## src/rtl/flit_credit_tx.sv

```systemverilog
// Credit-based flit transmitter: pops a non-showahead scfifo while downstream
// credits remain and drives each popped flit onto the link two cycles after the pop.
module flit_credit_tx #(
    parameter int lpm_width = 32,
    parameter int CREDITS   = 4,
    parameter int CNT_W     = 3
) (
    input  logic                 clock,
    input  logic                 sclr,
    input  logic [lpm_width-1:0] fifo_q,
    input  logic                 fifo_empty,
    output logic                 fifo_rdreq,
    output logic [lpm_width-1:0] link_data,
    output logic                 link_valid,
    input  logic                 credit_in,
    output logic [CNT_W-1:0]     credits,
    output logic [15:0]          flit_cnt,
    output logic                 credit_err
);

    localparam logic [CNT_W-1:0] CRED_MAX = CNT_W'(CREDITS);

    logic [CNT_W-1:0]     credits_q, credits_d;
    logic                 credit_err_q, credit_err_d;
    logic                 rd_pend_q;
    logic                 link_valid_q;
    logic [lpm_width-1:0] link_data_q;
    logic [15:0]          flit_cnt_q;
    logic                 rdreq;

    // A credit returned this cycle only becomes usable next cycle.
    assign rdreq = !fifo_empty && (credits_q != '0) && !sclr;

    always_comb begin
        credits_d    = credits_q;
        credit_err_d = credit_err_q;
        if (rdreq && !credit_in) begin
            credits_d = credits_q - 1'b1;
        end else if (credit_in && !rdreq) begin
            if (credits_q == CRED_MAX) begin
                credit_err_d = 1'b1;
            end else begin
                credits_d = credits_q + 1'b1;
            end
        end
    end

    // Credit/control state
    always_ff @(posedge clock) begin
        if (sclr) begin
            credits_q    <= CRED_MAX;
            credit_err_q <= 1'b0;
            rd_pend_q    <= 1'b0;
        end else begin
            credits_q    <= credits_d;
            credit_err_q <= credit_err_d;
            rd_pend_q    <= rdreq;
        end
    end

    // Link stage: fifo_q is valid the cycle after the pop, captured here
    always_ff @(posedge clock) begin
        if (sclr) begin
            link_valid_q <= 1'b0;
            link_data_q  <= '0;
            flit_cnt_q   <= '0;
        end else begin
            link_valid_q <= rd_pend_q;
            if (rd_pend_q) begin
                link_data_q <= fifo_q;
            end
            if (link_valid_q) begin
                flit_cnt_q <= flit_cnt_q + 16'd1;
            end
        end
    end

    assign fifo_rdreq = rdreq;
    assign link_data  = link_data_q;
    assign link_valid = link_valid_q;
    assign credits    = credits_q;
    assign flit_cnt   = flit_cnt_q;
    assign credit_err = credit_err_q;

endmodule

```

## config.mk

```make
export PLATFORM = sky130hd
export DESIGN_NAME = flit_credit_tx
export DESIGN_NICKNAME = d
export VERILOG_FILES = /design/src/rtl/flit_credit_tx.sv
export SDC_FILE = /design/constraint.sdc
export NUM_CORES = 1
export LEC_CHECK = 0
export BUFFER_PORTS_ARGS = -buffer_cell sky130_fd_sc_hd__buf_4
export CAP_MARGIN = 20
export CORE_MARGIN = 2
export CORE_UTILIZATION = 45
export CTS_BUF_LIST = sky130_fd_sc_hd__clkbuf_8
export CTS_CLUSTER_SIZE = 30
export DETAILED_ROUTE_END_ITERATION = 7
export GPL_TIMING_DRIVEN = 1
export MAX_ROUTING_LAYER = met4
export PLACE_DENSITY = 0.77
export SLEW_MARGIN = 20
export SYNTH_ARGS = -nofsm -noshare
export SYNTH_HDL_FRONTEND = slang
export SYNTH_SLANG_ARGS = --single-unit
export TNS_END_PERCENT = 20
```

## constraint.sdc

```tcl
create_clock -name clock -period 5.6 [get_ports clock]
set_clock_uncertainty 0.2 [all_clocks]
set_input_delay 1.12 -clock clock [delete_from_list [all_inputs] [get_ports clock]]
set_output_delay 1.12 -clock clock [all_outputs]
set_load 0.05 [all_outputs]
```

==> results of run 1 <==
-- worst min-delay path, delay by kind of cell, from the launching register on --
family / cells / cell delay [ps]
multiplexers: 1 / 60
AND/OR/NAND/NOR: 1 / 70
flip-flops: 1 / 330
-- area by class of cell --
| class | count | area (um^2) | area share [%] |
|---|---|---|---|
| Tap cell | 54 | 67.56 | 2.278 |
| Timing Repair Buffer | 89 | 668.1 | 22.52 |
| Sequential cell | 54 | 1082 | 36.48 |
| Clock buffer | 6 | 82.58 | 2.784 |
| Clock inverter | 1 | 30.03 | 1.012 |
| Inverter | 6 | 22.52 | 0.7592 |
| Multi-Input combinational cell | 146 | 1013 | 34.16 |
-- cell usage after synthesis, drive strengths merged (4+ instances only) --
| master | number | area share (%) |
|---|---|---|
| dfxtp | 54 | 50 |
| nor2 | 49 | 8.5 |
| mux2i | 33 | 15 |
| nor3 | 11 | 2.5 |
| xnor2 | 9 | 3.6 |
| buf | 6 | 1.3 |
| inv | 6 | 1.0 |
| nand2 | 6 | 1.0 |
| nand4 | 6 | 4.1 |
| a21oi | 5 | 1.2 |
| clkbuf | 5 | 0.87 |
| nand3 | 4 | 0.93 |
| o21ai | 4 | 0.93 |
-- stage by stage --
stage          setup WS, ps  power (mW)  cell area (um^2)
2_1_floorplan          1327      0.5118              2163
3_3_place_gp           2167      0.5600              2854
3_5_place_dp           2079      0.5619              2854
4_1_cts                2198      0.8202              2967
5_1_grt                2148      0.8474              2967
6_report               2193      0.8108              2967
-- cell usage in the layout, fill, tap and decap left out --
master,instances
sky130_fd_sc_hd__a211o_1,1
sky130_fd_sc_hd__a21o_1,1
sky130_fd_sc_hd__a21oi_1,5
sky130_fd_sc_hd__a41oi_1,1
sky130_fd_sc_hd__buf_4,89
sky130_fd_sc_hd__bufinv_16,1
sky130_fd_sc_hd__clkbuf_8,6
sky130_fd_sc_hd__dfxtp_1,53
sky130_fd_sc_hd__dfxtp_2,1
sky130_fd_sc_hd__fa_1,1
sky130_fd_sc_hd__ha_1,3
sky130_fd_sc_hd__inv_1,6
sky130_fd_sc_hd__mux2i_1,33
sky130_fd_sc_hd__nand2_1,6
sky130_fd_sc_hd__nand3_1,4
sky130_fd_sc_hd__nand4_1,2
sky130_fd_sc_hd__nand4_2,1
sky130_fd_sc_hd__nand4_4,3
sky130_fd_sc_hd__nor2_1,49
sky130_fd_sc_hd__nor2b_1,2
sky130_fd_sc_hd__nor3_1,11
sky130_fd_sc_hd__nor4_1,1
sky130_fd_sc_hd__nor4_2,1
sky130_fd_sc_hd__nor4_4,1
sky130_fd_sc_hd__nor4b_1,1
sky130_fd_sc_hd__o21ai_0,4
sky130_fd_sc_hd__or3_1,3
sky130_fd_sc_hd__xnor2_1,9
sky130_fd_sc_hd__xor2_1,3
-- worst paths after layout --
path / from / depth (start not counted) / endpoint / slack, ps
setup / recovery: sclr / 3 / fifo_rdreq / 2190
hold reg to reg: link_data[27] / 2 / link_data[27] / 300
setup reg to reg: credits[0] / 9 / credits[2] / 3060
hold / removal: link_data[27] / 2 / link_data[27] / 300
-- kinds of logic (layout without fill, tap and decap cells) --
| logic type | Yosys count | in the layout | synth area share [%] |
|---|---|---|---|
| simple gates | 85 | 85 | 20.82 |
| flops | 54 | 54 | 49.97 |
| mux | 33 | 33 | 15.27 |
| buf+inv | 17 | 102 | 3.181 |
| compound gates | 12 | 12 | 3.239 |
| xor+xnor | 12 | 12 | 4.859 |
| fa+ha+maj | 4 | 4 | 2.661 |
-- flip-flops by register name, summed over array words and instances, names as in the netlist --
signal	cells
credit_err	1
link_valid	1
rd_pend_q	1
link_data	32
flit_cnt	16
credits	3
-- power groups by stage --
stage	Combinational (mW)	Clock [mW]	Sequential (mW)
2_1_floorplan	0.0442	0	0.468
3_3_place_gp	0.135	0	0.425
3_5_place_dp	0.137	0	0.425
4_1_cts	0.137	0.267	0.416
5_1_grt	0.144	0.284	0.419
6_report	0.136	0.259	0.416
-- per-layer routing --
layer  global-route usage [%]  vias to the layer above
li1                         -                      896
met2                    28.83                       57
met4                    5.455                        0
met3                    4.801                        5
met1                    21.72                      816
met5                        -                        -
==> reports/qor.txt, run 1 <==
Fraction of final layout cells sized beyond drive strength 1: 34.11%
Metal2 WL: 2152 um
Vias in the first global route: 1685
Headroom to the max-slew limit: 35.42%
Area of the core region: 4692 um^2
Antenna violations before repair: 0
Count of port buffers added during placement: 89
WL/cell: 12.58 um
GRT Util Overall: 17.79%
Top metal layer carrying routed signals: met4
Net switching power: 214.6 uW
Cell Count, Final, Fillers Out: 356
Crit path largest cell delay: 400 ps
Clock Pin Slew Worst Setup and Hold Paths: 90 ps
Gate Count Post-Synth: 217
Leading register cell type out of synthesis: sky130_fd_sc_hd__dfxtp_1
RSZ-0062 raised after global routing: false
Status: completed
Part of the total power dissipated in sequential elements: 51.3%
Sequential share of the synthesized area: 49.97%
CTS Buf Count: 5
Pwr/cell area: 273.3 nW/um^2
Netlist area before placement: 2163 um^2
Finished Core Util: 63.23%
Antenna Violating Nets Remaining: 0
Data required, critical path: 4280 ps
Critical-path cell list: buf_4 -> nor3_1 -> buf_4
DRT iter0 DRCs: 75
Placed instance count: 349
Share of synthesized flip-flops with an asynchronous set or reset: 0%
Wire length on met3: 299 um
CTS H-Tree Depth: 2
Diode insertion count for antenna repair: 0
Die Ht: 73.34 um
Routability Congestion: 0.7986
Count of distinct cell types in the synthesized netlist: 28
Leakage dissipation: 1.317 nW
Slew at the pin closest to its max-slew limit: 968.6 ps
Hold Vio Cnt, Final: 0
Critical Path Most Common Cell: sky130_fd_sc_hd__buf_4
Critical path's slowest cell: sky130_fd_sc_hd__nor3_1
Path type of the worst min-delay path: reg2reg
Total grt overflow: 0
Max cap viols: 0
FILL cells: 418
Relative area change from synthesis to final layout: 37.13%
Clock network latency to the later pin of the worst-skew pair: 300 ps
Number of remaining DRC errors: 0
Critical path launch point type: input port
Endpoint arrival time on the critical path: 2090 ps
Number of warning messages in the yosys log: 0
IO Pins: 90
Time the final worst path needs with I/O delays and setup: 3407 ps
Sw frac: 26.47%
Category of the critical setup timing path: in2out
Seq cells post-synth: 54
CTS tree: done
Number of placement rows: 25
FMAX: 293.5 MHz
Maximum number of pins on one net before global-route repair: 56
HPWL after detailed placement: 3205 um
Setup TNS: 0 ps
Number of buffers and inverters on the critical path: 2
Worst hold margin: 298.2 ps
Overall die area: 5378 um^2
Final setup violation count: 0
Maximum ir drop on the vdd rail: 0.1565 mV
Vias per cell: 4.983
Average size of a mapped cell: 9.969 um^2
Number of gates given a new drive strength after cts: 0
Total via count in the routed design: 1774
Post-route met1 wirelength: 1962 um
Post-CTS setup-driven buffer insertion count: 0
Die width: 73.34 um
Crit-path leading delay family: buffers and inverters
Max Transition Viols Final: 0
Clock buffer depth: 2
Share of the clock period used by the worst path after layout: 60.84%
Post-synth EDFFs: 0
Starting Density: 46.11%
Type of element capturing the critical path: primary output
Layout Nets: 342
Internal Dissipation: 596.2 uW
Router iterations before antenna repair: 4
TritonCTS sink count: 54
Global-route wire length before repair: 7355 um
Peak fanout along the critical path: 55
Wire length reported by the detailed router: 4479 um
Part of the total power dissipated in combinational logic: 16.7%
Root buf cell: sky130_fd_sc_hd__clkbuf_8
Fraction of power consumed by the clock network: 32.0%
Net count of the mapped netlist: 257
Cts-stage hold buffer count: 0
Note: power is estimated with default switching activity, not from simulation.
==> run 2: changes to the inputs <==
--- a/config.mk
+++ b/config.mk
@@ -8,13 +8,13 @@
 export BUFFER_PORTS_ARGS = -buffer_cell sky130_fd_sc_hd__buf_4
 export CAP_MARGIN = 20
 export CORE_MARGIN = 2
-export CORE_UTILIZATION = 45
+export CORE_UTILIZATION = 44
 export CTS_BUF_LIST = sky130_fd_sc_hd__clkbuf_8
 export CTS_CLUSTER_SIZE = 30
 export DETAILED_ROUTE_END_ITERATION = 7
 export GPL_TIMING_DRIVEN = 1
 export MAX_ROUTING_LAYER = met4
-export PLACE_DENSITY = 0.77
+export PLACE_DENSITY = 0.78
 export SLEW_MARGIN = 20
 export SYNTH_ARGS = -nofsm -noshare
 export SYNTH_HDL_FRONTEND = slang
==> constraint.sdc (replaced) <==
create_clock -name clock -period 3.13 [get_ports clock]
set_clock_uncertainty 0.2 [all_clocks]
set_input_delay 0.626 -clock clock [delete_from_list [all_inputs] [get_ports clock]]
set_output_delay 0.626 -clock clock [all_outputs]
set_load 0.05 [all_outputs]
==> reports/qor.txt, run 2 (same netlist as run 1, synthesis figures left out) <==
Endpoint of the worst register-to-register path: credits[2] (unchanged)
Overall die area: 5494 um^2 (was 5378 um^2)
FMAX: 418.4 MHz
Number of gates given a new drive strength after cts: 0 (unchanged)
CTS tree: done (unchanged)
Area of all placed cells without fillers: 3002 um^2 (was 2967 um^2)
Post-CTS setup-driven buffer insertion count: 0 (unchanged)
Number of placement rows: 25 (unchanged)
Leading cell types in the layout, fill and taps excluded: sky130_fd_sc_hd__buf_4, sky130_fd_sc_hd__dfxtp_1, sky130_fd_sc_hd__nor2_1 (unchanged)
Die width: 74.12 um (was 73.34 um)
Status: completed (unchanged)
Antenna Violating Nets Remaining: 0 (unchanged)
Reg2Reg Depth: 9 (unchanged)
Routability Congestion: 0.7435 (was 0.7986)
Area of the core region: 4723 um^2 (was 4692 um^2)
Cts-stage hold buffer count: 0 (unchanged)
Endpoint arrival time on the critical path: 2370 ps (was 2090 ps)
Reg-to-Reg Start: credits[2] (was credits[0])
Data required, critical path: 3110 ps (was 4280 ps)
Slack of the critical path: 740.1 ps (was 2193 ps)
Total design power: 1.451 mW (was 810.8 uW)
Capture point of the critical path: credits[2] (was fifo_rdreq)
Peak fanout along the critical path: 6 (was 55)
Clock Pin Slew Worst Setup and Hold Paths: 90 ps (about the same)
Clock buffer depth: 2 (unchanged)
Wire length reported by the detailed router: 4521 um (was 4479 um)
Most common cell after layout, fill and taps aside: sky130_fd_sc_hd__buf_4 (unchanged)
Max Transition Viols Final: 0 (unchanged)
Leakage dissipation: 1.325 nW (was 1.317 nW)
Total via count in the routed design: 1822 (was 1774)
Global routing met1 resource utilization: 19.59% (was 21.72%)
Hold Vio Cnt, Final: 0 (unchanged)
Clock network latency to the later pin of the worst-skew pair: 290 ps (was 300 ps)
TritonCTS sink count: 54 (unchanged)
Layer carrying the most global-route usage: met2 (unchanged)
DRT iter0 DRCs: 101 (was 75)
Critical path launch point type: flop (was input port)
Root buf cell: sky130_fd_sc_hd__clkbuf_8 (unchanged)
CTS Buf Count: 5 (unchanged)
Category of the critical setup timing path: reg2reg (was in2out)
RSZ-0062 raised after global routing: false (unchanged)
Vias per cell: 4.924 (was 4.983)
Number of remaining DRC errors: 0 (unchanged)
Count of port buffers added during placement: 89 (unchanged)
Diode insertion count for antenna repair: 0 (unchanged)
Setup TNS: 0 ps (unchanged)
Router iterations before antenna repair: 4 (unchanged)
Share of the clock period used by the worst path after layout: 76.35%
Vias in the first global route: 1652 (was 1685)
Fraction of final layout cells sized beyond drive strength 1: 34.65% (was 34.11%)
Type of element capturing the critical path: flop (was primary output)
Maximum ir drop on the vdd rail: 0.2418 mV (was 0.1565 mV)
Minimum setup slack among reg-to-reg paths: 740 ps (was 3060 ps)
Starting Density: 45.80% (was 46.11%)
GRT Util Overall: 17.02% (was 17.79%)
Post-place setup slack: 501.5 ps (was 2079 ps)
DP Area: 2889 um^2 (was 2854 um^2)
Time the final worst path needs with I/O delays and setup: 2390 ps
Slew at the pin closest to its max-slew limit: 982.4 ps (was 968.6 ps)
Path type of the worst min-delay path: reg2reg (unchanged)
WL/cell: 12.22 um (was 12.58 um)
Global-route wire length before repair: 7031 um (was 7355 um)
Max reg flops: 32 (unchanged)
Met2 GRT Util: 28.97% (was 28.83%)
Layout Nets: 343 (was 342)
Max cap viols: 0 (unchanged)
Maximum number of pins on one net before global-route repair: 55 (was 56)
Antenna violations before repair: 0 (unchanged)
Pwr/cell area: 483.3 nW/um^2 (was 273.3 nW/um^2)
HPWL after detailed placement: 3248 um (was 3205 um)
CTS H-Tree Depth: 2 (unchanged)
Global routing usage on met3: 4.743% (was 4.801%)
IO Pins: 90 (unchanged)
Total grt overflow: 0 (unchanged)
Headroom to the max-slew limit: 34.51% (was 35.42%)
Relative area change from synthesis to final layout: 38.75% (was 37.13%)
Launch point of the critical path: credits[2] (was sclr)
Final setup violation count: 0 (unchanged)
Die Ht: 74.12 um (was 73.34 um)
-- run 2: cell types whose count changed in the layout (fill, tap and decap cells not counted), sizes merged --
cell  before  now
buf       89   90
-- run 2: area by class of cell --
type                    instances  area (um^2)
clock buffers                   6        82.58
clock inverters                 1        30.03
fillers                       419         1722
inverters                       6        22.52
multi-input cells             146         1025
flip-flops and latches         54         1082
well taps                      67        83.83
repair buffers                 90        675.6
-- run 2: per-layer routing --
layer  wire [um]  part of all wire [%]
met4          22                  0.49
met1        1977                    44
met2        2158                    48
met3         363                   8.0
met5           0                     0
-- run 2: worst max-delay path, stage by stage (launching register included) --
cell and delay, ps:
sky130_fd_sc_hd__dfxtp_1 430, sky130_fd_sc_hd__nor3_1 130, sky130_fd_sc_hd__nor3_4 160, sky130_fd_sc_hd__ha_1 250, sky130_fd_sc_hd__inv_1 70, sky130_fd_sc_hd__fa_1 380
sky130_fd_sc_hd__nor2_1 130, sky130_fd_sc_hd__o21ai_0 100, sky130_fd_sc_hd__a21o_1 160, sky130_fd_sc_hd__a211o_1 270
-- run 2: worst min path at each step --
stage	to	cells after the start	start
floorplan	link_data[4]	3	rd_pend_q
global placement	link_data[31]	2	link_data[31]
detailed placement	link_data[27]	2	link_data[27]
CTS	link_data[27]	2	link_data[27]
global route	rd_pend_q	2	fifo_empty
finish	link_data[17]	2	link_data[17]
-- run 2: stage by stage --
step | hold WS, ps | utilization, % | instances
after floorplan | 458.5 | - | 217
after global placement | 274.8 | 61.17 | 363
after detailed placement | 280.2 | 61.17 | 363
after CTS | 304.0 | 63.55 | 370
after global routing | 302.8 | 63.55 | 370
final | 297.9 | 63.55 | 370
-- run 2: power by group --
part / internal, mW / total, mW / switching, mW
clock: 0.256 / 0.460 / 0.204
sequential: 0.714 / 0.744 / 0.0304
combinational: 0.0985 / 0.246 / 0.148
==> run 3: changes to the inputs <==
==> constraint.sdc (replaced) <==
create_clock -name clock -period 2 [get_ports clock]
set_clock_uncertainty 0.2 [all_clocks]
set_input_delay 0.4 -clock clock [delete_from_list [all_inputs] [get_ports clock]]
set_output_delay 0.4 -clock clock [all_outputs]
set_load 0.05 [all_outputs]
==> reports/qor.txt, run 3 (same netlist as run 1, synthesis figures left out) <==
CTS Buf Count: 5 (unchanged)
Endpoint arrival time on the critical path: 2080 ps (was 2370 ps)
Critical-path cell list: nor3_4 -> nor3_4 -> ha_2 -> inv_2 -> fa_2 -> nor2_4 -> o21ai_1 -> a21o_1 -> a211o_1 (was nor3_1 -> nor3_4 -> ha_1 -> inv_1 -> fa_1 -> nor2_1 -> o21ai_0 -> a21o_1 -> a211o_1)
Number of buffers and inverters on the critical path: 1 (unchanged)
Maximum ir drop on the vdd rail: 0.3345 mV (was 0.2418 mV)
Most common cell after layout, fill and taps aside: sky130_fd_sc_hd__buf_4 (unchanged)
DRT iter0 DRCs: 76 (was 101)
Top metal layer carrying routed signals: met4 (unchanged)
Die Ht: 74.12 um (unchanged)
Clock buffer depth: 2 (unchanged)
Metal2 WL: 2056 um (was 2158 um)
Clock network latency to the later pin of the worst-skew pair: 300 ps (was 290 ps)
RSZ-0062 raised after global routing: true (was false)
TritonCTS sink count: 54 (unchanged)
Headroom to the max-slew limit: 63.66% (was 34.51%)
Critical path launch point type: flop (unchanged)
Reg2Reg Depth: 9 (unchanged)
Violated checks: setup timing
Critical path's slowest cell: sky130_fd_sc_hd__fa_2 (was sky130_fd_sc_hd__dfxtp_1)
Type of element capturing the critical path: flop (unchanged)
Number of placement rows: 25 (unchanged)
CTS H-Tree Depth: 2 (unchanged)
Final setup violation count: 1 (was 0)
Crit-path leading delay family: adder cells (unchanged)
CTS tree: done (unchanged)
Global-route wire length before repair: 7086 um (was 7031 um)
Antenna violations before repair: 0 (unchanged)
Footprint of the multi-input gates: 1049 um^2 (was 1025 um^2)
Clock Pin Slew Worst Setup and Hold Paths: 90 ps (about the same)
Router iterations before antenna repair: 6 (was 4)
Max reg flops: 32 (unchanged)
Max Transition Viols Final: 0 (unchanged)
Launch point of the critical path: credits[2] (unchanged)
Sequential cell area in the final layout: 1094 um^2 (was 1082 um^2)
Number of remaining DRC errors: 0 (unchanged)
Slew at the pin closest to its max-slew limit: 545.1 ps (was 982.4 ps)
Path type of the worst min-delay path: in2reg (was reg2reg)
HPWL after detailed placement: 3313 um (was 3248 um)
Capture point of the critical path: credits[2] (unchanged)
Fraction of final layout cells sized beyond drive strength 1: 38.98% (was 34.65%)
Peak fanout along the critical path: 2 (was 6)
GRT Util Overall: 17.13% (was 17.02%)
Die width: 74.12 um (unchanged)
Wire length reported by the detailed router: 4606 um (was 4521 um)
Endpoint of the worst register-to-register path: credits[2] (unchanged)
Diode insertion count for antenna repair: 0 (unchanged)
Starting Density: 45.80% (unchanged)
Total grt overflow: 0 (unchanged)
Data required, critical path: 2000 ps (was 3110 ps)
Count of port buffers added during placement: 89 (unchanged)
Maximum number of pins on one net before global-route repair: 55 (unchanged)
Number of logic stages on the critical path including buffering: 9 (unchanged)
Area of the core region: 4723 um^2 (unchanged)
Relative area change from synthesis to final layout: 42.86% (was 38.75%)
FILL cells: 392 (was 419)
Vias per cell: 4.676 (was 4.924)
Status: finished, violations left (was completed)
Total via count in the routed design: 1777 (was 1822)
Post-place setup slack: -313.7 ps (was 501.5 ps)
Antenna Violating Nets Remaining: 0 (unchanged)
Leading cell types in the layout, fill and taps excluded: sky130_fd_sc_hd__buf_4, sky130_fd_sc_hd__dfxtp_1, sky130_fd_sc_hd__nor2_1 (unchanged)
WL/cell: 12.12 um (was 12.22 um)
FMAX: 480.8 MHz (was 418.4 MHz)
Finished Core Util: 65.43% (was 63.55%)
Leakage dissipation: 1.369 nW (was 1.325 nW)
Overall die area: 5494 um^2 (unchanged)
Pwr/cell area: 692.1 nW/um^2 (was 483.3 nW/um^2)
Routability Congestion: 0.7299 (was 0.7435)
Max cap viols: 0 (unchanged)
Minimum setup slack among reg-to-reg paths: -80 ps (was 740 ps)
Time the final worst path needs with I/O delays and setup: 2080 ps (was 2390 ps)
Root buf cell: sky130_fd_sc_hd__clkbuf_8 (unchanged)
Slack of the critical path: -79.96 ps (was 740.1 ps)
Hold Vio Cnt, Final: 0 (unchanged)
Crit path largest cell delay: 380 ps (was 430 ps)
Layout Nets: 353 (was 343)
Critical Path Most Common Cell: sky130_fd_sc_hd__nor3_4
Cts-stage hold buffer count: 0 (unchanged)
Share of the clock period used by the worst path after layout: 104.0% (was 76.35%)
Category of the critical setup timing path: reg2reg (unchanged)
Post-route met1 wirelength: 2128 um (was 1977 um)
IO Pins: 90 (unchanged)
Reg-to-Reg Start: credits[2] (unchanged)
Vias in the first global route: 1606 (was 1652)
Wire length on met3: 366 um (was 363 um)
[run 3: worst min-delay path by stage]
| stage | start | slack [ps] | endpoint | cells past startpoint |
|---|---|---|---|---|
| 3_5_place_dp | link_data[4] | 280 | link_data[4] | 2 |
| 6_report | fifo_empty | 90 | rd_pend_q | 2 |
| 2_1_floorplan | fifo_empty | 280 | rd_pend_q | 1 |
| 5_1_grt | fifo_empty | 80 | rd_pend_q | 2 |
| 4_1_cts | fifo_empty | 80 | rd_pend_q | 2 |
| 3_3_place_gp | credit_err | 250 | credit_err | 2 |
[run 3: power by group]
group	switching, mW	internal [mW]
Combinational	0.257	0.170
Clock	0.330	0.237
Sequential	0.0288	1.12
Total	0.616	1.52
[run 3: per-layer routing]
layer  up-vias  track usage [%]
met3         6            4.878
met5         -                -
met1       774            20.78
met4         0            5.253
met2        74            27.68
li1        923                -
[run 3: area by class of cell]
type	count	area share [%]
tap	67	2.713
timing repair buffer	100	24.70
clock buffer	5	2.227
inverter	6	0.7287
multi-input combinational	146	33.93
clock inverter	2	0.3239
sequential	54	35.38
[run 3: through the flow]
| stage | area, um^2 | TNS [ps] | power (mW) | hold slack [ps] | cells |
|---|---|---|---|---|---|
| floorplan | 2200 | -1277 | 1.436 | 279.3 | 217 |
| global placement | 2990 | -211.6 | 1.589 | 252.5 | 372 |
| detailed placement | 2990 | -372.4 | 1.595 | 282.3 | 372 |
| CTS | 3085 | -78.34 | 2.156 | 83.71 | 380 |
| global route | 3090 | -252.1 | 2.232 | 82.80 | 380 |
| finish | 3090 | -79.96 | 2.139 | 91.06 | 380 |
[run 3: what timing repair did]
item,CTS,global route
cloned,0,0
resized for setup,3,1
buffers inserted,1,0
endpoints found under the setup margin,1,3
pin swaps,5,1
